--- src/rtl/axi_lite_reg_slave.sv ---
// AXI-Lite register target: NUM_REGS byte-strobed CSRs with AW/W in any order,
// one outstanding write response and one outstanding read, contents exported flat.

// One storage register with byte-lane merge on write.
module axi_lite_reg_cell #(
  parameter int DW = 32
) (
  input  logic          clk,
  input  logic          rst,
  input  logic          we,
  input  logic [DW-1:0] wdata,
  input  logic [DW/8-1:0] wstrb,
  output logic [DW-1:0] q
);
  logic [DW-1:0] val_q, val_d;

  // Merge strobed bytes into the current value when this register is written.
  always_comb begin
    val_d = val_q;
    if (we) begin
      for (int b = 0; b < DW/8; b++) begin
        if (wstrb[b]) val_d[b*8 +: 8] = wdata[b*8 +: 8];
      end
    end
  end

  // Storage flop.
  always_ff @(posedge clk) begin
    if (rst) val_q <= '0;
    else     val_q <= val_d;
  end

  assign q = val_q;
endmodule

module axi_lite_reg_slave #(
  parameter int                    ADDR_WIDTH = 32,
  parameter int                    DATA_WIDTH = 32,
  parameter int                    NUM_REGS   = 16,
  parameter logic [ADDR_WIDTH-1:0] BASE_ADDR  = '0
) (
  input  logic                           aclk,
  input  logic                           areset,
  input  logic                           awvalid,
  output logic                           awready,
  input  logic [ADDR_WIDTH-1:0]          awaddr,
  input  logic [2:0]                     awprot,
  input  logic                           wvalid,
  output logic                           wready,
  input  logic [DATA_WIDTH-1:0]          wdata,
  input  logic [DATA_WIDTH/8-1:0]        wstrb,
  output logic                           bvalid,
  input  logic                           bready,
  output logic [1:0]                     bresp,
  input  logic                           arvalid,
  output logic                           arready,
  input  logic [ADDR_WIDTH-1:0]          araddr,
  input  logic [2:0]                     arprot,
  output logic                           rvalid,
  input  logic                           rready,
  output logic [1:0]                     rresp,
  output logic [DATA_WIDTH-1:0]          rdata,
  output logic [NUM_REGS*DATA_WIDTH-1:0] reg_q,
  output logic [NUM_REGS-1:0]            reg_wr
);
  localparam int STRB_W = DATA_WIDTH/8;
  localparam int IDX_W  = (NUM_REGS > 1) ? $clog2(NUM_REGS) : 1;
  localparam logic [1:0] RESP_OKAY   = 2'b00;
  localparam logic [1:0] RESP_SLVERR = 2'b10;

  typedef struct packed {
    logic             hit;
    logic [IDX_W-1:0] idx;
  } dec_t;

  // Address decode: byte offset from base, word index, range check. Low two bits ignored.
  function automatic dec_t decode(input logic [ADDR_WIDTH-1:0] addr);
    dec_t                  r;
    logic [ADDR_WIDTH-1:0] off;
    off   = addr - BASE_ADDR;
    r.hit = (addr >= BASE_ADDR) && ((off >> 2) < ADDR_WIDTH'(NUM_REGS));
    r.idx = off[IDX_W+1:2];
    return r;
  endfunction

  // Protection bits carry no meaning for this target.
  logic unused_prot;
  assign unused_prot = ^{awprot, arprot};

  logic                  areset_q;
  logic                  aw_held_q, aw_held_d;
  logic                  w_held_q, w_held_d;
  logic [ADDR_WIDTH-1:0] awaddr_q, awaddr_d;
  logic [DATA_WIDTH-1:0] wdata_q, wdata_d;
  logic [STRB_W-1:0]     wstrb_q, wstrb_d;
  logic                  bvalid_q, bvalid_d;
  logic [1:0]            bresp_q, bresp_d;
  logic [NUM_REGS-1:0]   reg_wr_q, reg_wr_d;
  logic                  rvalid_q, rvalid_d;
  logic [1:0]            rresp_q, rresp_d;
  logic [DATA_WIDTH-1:0] rdata_q, rdata_d;

  logic [NUM_REGS-1:0][DATA_WIDTH-1:0] regs;
  logic [NUM_REGS-1:0]                 reg_we;

  logic                  aw_hs, w_hs, ar_hs, commit;
  logic [ADDR_WIDTH-1:0] wr_addr;
  logic [DATA_WIDTH-1:0] wr_data;
  logic [STRB_W-1:0]     wr_strb;
  dec_t                  wr_dec, rd_dec;
  logic [DATA_WIDTH-1:0] rd_val;

  assign awready = !aw_held_q && !bvalid_q && !areset_q;
  assign wready  = !w_held_q  && !bvalid_q && !areset_q;
  assign arready = !rvalid_q  && !areset_q;

  assign aw_hs = awvalid && awready;
  assign w_hs  = wvalid  && wready;
  assign ar_hs = arvalid && arready;

  // A channel that handshakes this edge is used directly, so AW+W together commit at once.
  assign wr_addr = aw_held_q ? awaddr_q : awaddr;
  assign wr_data = w_held_q  ? wdata_q  : wdata;
  assign wr_strb = w_held_q  ? wstrb_q  : wstrb;
  assign commit  = (aw_held_q || aw_hs) && (w_held_q || w_hs);
  assign wr_dec  = decode(wr_addr);
  assign rd_dec  = decode(araddr);

  genvar gi;
  generate
    for (gi = 0; gi < NUM_REGS; gi++) begin : g_reg
      assign reg_we[gi] = commit && wr_dec.hit && (wr_dec.idx == IDX_W'(gi));
      axi_lite_reg_cell #(.DW(DATA_WIDTH)) u_cell (
        .clk   (aclk),
        .rst   (areset),
        .we    (reg_we[gi]),
        .wdata (wr_data),
        .wstrb (wr_strb),
        .q     (regs[gi])
      );
    end
  endgenerate

  // Read mux over the register bank (pre-write values on a same-edge commit).
  always_comb begin
    rd_val = '0;
    for (int i = 0; i < NUM_REGS; i++) begin
      if (rd_dec.idx == IDX_W'(i)) rd_val = regs[i];
    end
  end

  // Write path: capture AW/W independently, commit when both present, hold B until taken.
  always_comb begin
    aw_held_d = aw_held_q;
    w_held_d  = w_held_q;
    awaddr_d  = awaddr_q;
    wdata_d   = wdata_q;
    wstrb_d   = wstrb_q;
    bvalid_d  = bvalid_q;
    bresp_d   = bresp_q;
    reg_wr_d  = '0;
    if (bvalid_q && bready) bvalid_d = 1'b0;
    if (aw_hs) begin
      aw_held_d = 1'b1;
      awaddr_d  = awaddr;
    end
    if (w_hs) begin
      w_held_d = 1'b1;
      wdata_d  = wdata;
      wstrb_d  = wstrb;
    end
    if (commit) begin
      aw_held_d = 1'b0;
      w_held_d  = 1'b0;
      bvalid_d  = 1'b1;
      bresp_d   = wr_dec.hit ? RESP_OKAY : RESP_SLVERR;
      reg_wr_d  = reg_we;
    end
  end

  // Read path: single outstanding read, response held until taken.
  always_comb begin
    rvalid_d = rvalid_q;
    rresp_d  = rresp_q;
    rdata_d  = rdata_q;
    if (rvalid_q && rready) rvalid_d = 1'b0;
    if (ar_hs) begin
      rvalid_d = 1'b1;
      rresp_d  = rd_dec.hit ? RESP_OKAY : RESP_SLVERR;
      rdata_d  = rd_dec.hit ? rd_val : '0;
    end
  end

  // State registers; reset discards any pending request without a response.
  always_ff @(posedge aclk) begin
    areset_q <= areset;
    if (areset) begin
      aw_held_q <= 1'b0;
      w_held_q  <= 1'b0;
      awaddr_q  <= '0;
      wdata_q   <= '0;
      wstrb_q   <= '0;
      bvalid_q  <= 1'b0;
      bresp_q   <= RESP_OKAY;
      reg_wr_q  <= '0;
      rvalid_q  <= 1'b0;
      rresp_q   <= RESP_OKAY;
      rdata_q   <= '0;
    end else begin
      aw_held_q <= aw_held_d;
      w_held_q  <= w_held_d;
      awaddr_q  <= awaddr_d;
      wdata_q   <= wdata_d;
      wstrb_q   <= wstrb_d;
      bvalid_q  <= bvalid_d;
      bresp_q   <= bresp_d;
      reg_wr_q  <= reg_wr_d;
      rvalid_q  <= rvalid_d;
      rresp_q   <= rresp_d;
      rdata_q   <= rdata_d;
    end
  end

  assign bvalid = bvalid_q;
  assign bresp  = bresp_q;
  assign rvalid = rvalid_q;
  assign rresp  = rresp_q;
  assign rdata  = rdata_q;
  assign reg_wr = reg_wr_q;
  assign reg_q  = regs;
endmodule

--- config.mk ---
export PLATFORM = sky130hd
export DESIGN_NAME = axi_lite_reg_slave
export DESIGN_NICKNAME = d
export VERILOG_FILES = /design/src/rtl/axi_lite_reg_slave.sv
export SDC_FILE = /design/constraint.sdc
export NUM_CORES = 1
export LEC_CHECK = 0
export CORE_MARGIN = 2
export CORE_UTILIZATION = 35
export DETAILED_ROUTE_END_ITERATION = 10
export GPL_TIMING_DRIVEN = 0
export SYNTH_ARGS = -nofsm -noshare
export SYNTH_HDL_FRONTEND = slang
export SYNTH_SLANG_ARGS = --single-unit
--- constraint.sdc ---
create_clock -name aclk -period 3.6 [get_ports aclk]
set_input_delay 0.72 -clock aclk [delete_from_list [all_inputs] [get_ports aclk]]
set_output_delay 0.72 -clock aclk [all_outputs]
set_load 0.03 [all_outputs]
==> flow_summary.json <==
{
  "fin_crit_ns": 3.76,
  "antenna_found_initial": 1,
  "dieArea_sq_um": 85400,
  "place_ws_ns": -1.19,
  "core_area_sq_um": 82100,
  "critPathCapture": "rdata[8]",
  "max-slew-margin-rel_pct": -5.37,
  "crit_path_end_kind": "flip-flop",
  "synth_compound_area_share_pct": 16.2,
  "ys_seq_elements": 633,
  "cts_buffers": 73,
  "yosysUniqueCellTypes": 70,
  "antenna_left": 0,
  "min_path_type": "flip-flop to flip-flop",
  "wl_per_cell_um": 34.4,
  "postCtsSetupBuffers": 0,
  "rr_startpoint": "aw_held_q",
  "synth-main-ff-cell": "dfxtp_1",
  "hold_viol": 0,
  "globalRouteTotalUtil_pct": 37.9,
  "cts.hold.buffers_added": 0,
  "grt_max_degree": 20,
  "start_kind": "primary input",
  "grt_pass1_wl_um": 225000,
  "synth_edf_count": 0,
  "cts.sinks": 633,
  "synth_warnings": 0,
  "synthSimpleGateAreaFrac_pct": 13.4,
  "layout_commonest_cell": "clkdlybuf4s50_1",
  "syn_area_sq_um": 29100,
  "setup_viol": 15,
  "first_pass_iters": 6,
  "rr_worst_depth": 8,
  "r2r_end": "g_reg[15].u_cell.q[25]",
  "critPathRequiredTime_ns": 4.12,
  "reg2reg_slack_ns": 0.49,
  "dpl.hpwl_um": 128000,
  "drcViolationCount": 0,
  "clock_latency_ns": 0.66,
  "setup-tns-final_ns": -0.865,
  "drv_slew": 8,
  "grt_overflow": 0,
  "async_reset_ff_share_pct": 0,
  "maxCapViolCount": 1,
  "wirelength_um": 169000,
  "clock_path_buffers": 3,
  "crit_path_max_fanout": 10,
  "max_freq_mhz": 266,
  "drive_gt1_share_pct": 9.63,
  "rows": 105,
  "status": "complete, but fails checks",
  "p_per_area_nw_per_um2": 419,
  "final_area_sq_um": 39700,
  "tightest_slew_ns": 1.57,
  "fin_ws_ns": -0.158,
  "vias": 29053,
  "synthToLayoutAreaGrowth_pct": 36.7,
  "cp.arrival_ns": 4.28,
  "cts_resized": 22,
  "ir_drop_mv": 0.321,
  "instances_no_fill": 4896,
  "violations": "capacitance limit, slew limit, setup timing",
  "first_global_vias": 27303,
  "port_buffers": 668,
  "die_h_um": 292,
  "synth_top_family_by_area": "multiplexers",
  "dp.cells": 4767,
  "routabilityCongestion": 0.958,
  "yosys.area_share.xor_xnor_pct": 0,
  "synth.yosys.seq_area_share_pct": 43.6,
  "cts_tree": "done",
  "die_w_um": 292,
  "initial_core_util_pct": 35.4,
  "synthCells": 3024,
  "dpl_cell_area_sq_um": 37200,
  "nets": 3884,
  "synthAdderAreaFrac_pct": 0,
  "cp-startpoint": "araddr[4]",
  "ios": 682,
  "skew_ns": 0.0409,
  "p_leak_uw": 0.0172,
  "vias_per_cell": 5.93,
  "synthMuxAreaShare_pct": 22.9,
  "htreeDepth": 3,
  "crit_type": "primary input to flip-flop",
  "avgSynthCellArea_sq_um": 9.61,
  "final_cell_mix": "668 x clkdlybuf4s50_1, 633 x dfxtp_1, 607 x nor2_1, 548 x mux2i_1, 226 x nand2_1",
  "cts-root-buf": "clkbuf_16",
  "fin_crit_sh_pct": 104,
  "clk_pin_slew_worst_paths_ns": 0.06,
  "drtIter0Drc": 3524
}
-- through the flow --
| step | power, uW | hold slack (ns) | util [%] |
|---|---|---|---|
| floorplan | 8000 | 0.433 | - |
| global placement | 8800 | 0.429 | 45.2 |
| detailed placement | 8810 | 0.433 | 45.2 |
| CTS | 16500 | 0.441 | 48.3 |
| global route | 16900 | 0.460 | 48.4 |
| finish | 16700 | 0.442 | 48.4 |
-- where the power goes --
part	internal [uW]	switching [uW]
combinational	401	1280
sequential	7050	26.1
clock	4610	3290
-- cell type report --
class / count / area (sq um)
plain buffers: 238 / 1150
well taps: 1070 / 1340
diodes: 3 / 7.51
multi-input cells: 2139 / 15300
inverters: 14 / 52.6
clock inverters: 26 / 359
fillers: 7885 / 42400
flip-flops and latches: 633 / 12700
clock buffers: 101 / 2100
repair buffers: 672 / 6730
-- worst min-delay path by stage --
stage	startpoint	end	cells past startpoint
final	rdata[13]	rdata[13]	2
after global routing	rdata[13]	rdata[13]	2
after CTS	rdata[13]	rdata[13]	2
after detailed placement	rdata[13]	rdata[13]	2
after global placement	rdata[13]	rdata[13]	2
after floorplan	wdata_q[0]	wdata_q[0]	2
-- flip-flops by register name, indices dropped and copies added, names as in the netlist --
register	cells
wdata_q	32
w_held_q	1
wstrb_q	4
reg_wr	16
rdata	32
rvalid	1
g.u_cell.q	512
aw_held_q	1
awaddr_q	30
areset_q	1
rresp	1
bvalid	1
bresp	1
-- cell usage after synthesis, types with 4 or more instances --
master	n	share of area, %
o21a_1	4	0.10
clkbuf_1	166	2.1
a21o_1	4	0.10
a211oi_1	18	0.46
o311ai_0	4	0.12
o31a_1	8	0.24
nand3_1	19	0.33
a2111oi_0	8	0.24
o32ai_1	4	0.12
buf_2	34	0.59
o211ai_1	12	0.31
o2111ai_4	56	5.1
nor4_1	14	0.30
o221ai_1	11	0.33
o31ai_1	4	0.10
nand2_1	226	2.9
o2111ai_2	8	0.41
o22ai_1	8	0.17
mux2i_1	548	19
a221oi_1	12	0.36
nor2_1	612	7.9
inv_1	12	0.15
a32oi_1	4	0.12
nor2b_1	14	0.30
a22oi_1	40	1.0
a31oi_1	13	0.28
a21oi_1	162	2.8
a2bb2oi_1	12	0.36
mux4_2	24	1.9
or3_1	4	0.086
and2_1	6	0.13
a22o_1	13	0.39
a222oi_1	9	0.31
o2bb2ai_1	6	0.18
o21ai_0	110	1.9
nand4_1	8	0.17
buf_1	8	0.10
dfxtp_1	633	44
nor3_1	26	0.45
buf_6	4	0.15
buf_4	25	0.65
nand2b_1	10	0.22
mux2_2	55	2.1
-- layer usage --
layer	up-vias	GRT usage (%)	share of wire, %
met5	-	0	0
met4	0	22.9	7.2
met3	490	14.6	13
met2	2031	59.5	44
met1	14269	43.7	36
li1	12263	-	-
-- logic make-up (layout without fill, tap and decap cells) --
kind of cell | after synthesis | in the layout
simple gates | 959 | 959
flops | 633 | 633
mux | 627 | 627
compound gates | 551 | 551
buf+inv | 253 | 1051
other cells | 1 | 5
-- worst max-delay path, cell delays in order --
cell and delay (ns):
clkdlybuf4s50_1 0.60, nor2b_1 0.21, clkdlybuf4s15_1 0.77, clkbuf_2 0.52
nand2_1 0.23, o22ai_1 0.22, a2bb2oi_1 0.14, a2111oi_1 0.40
clkdlybuf4s18_2 0.35, o21ai_0 0.12
(Power assumes the default switching activity.)
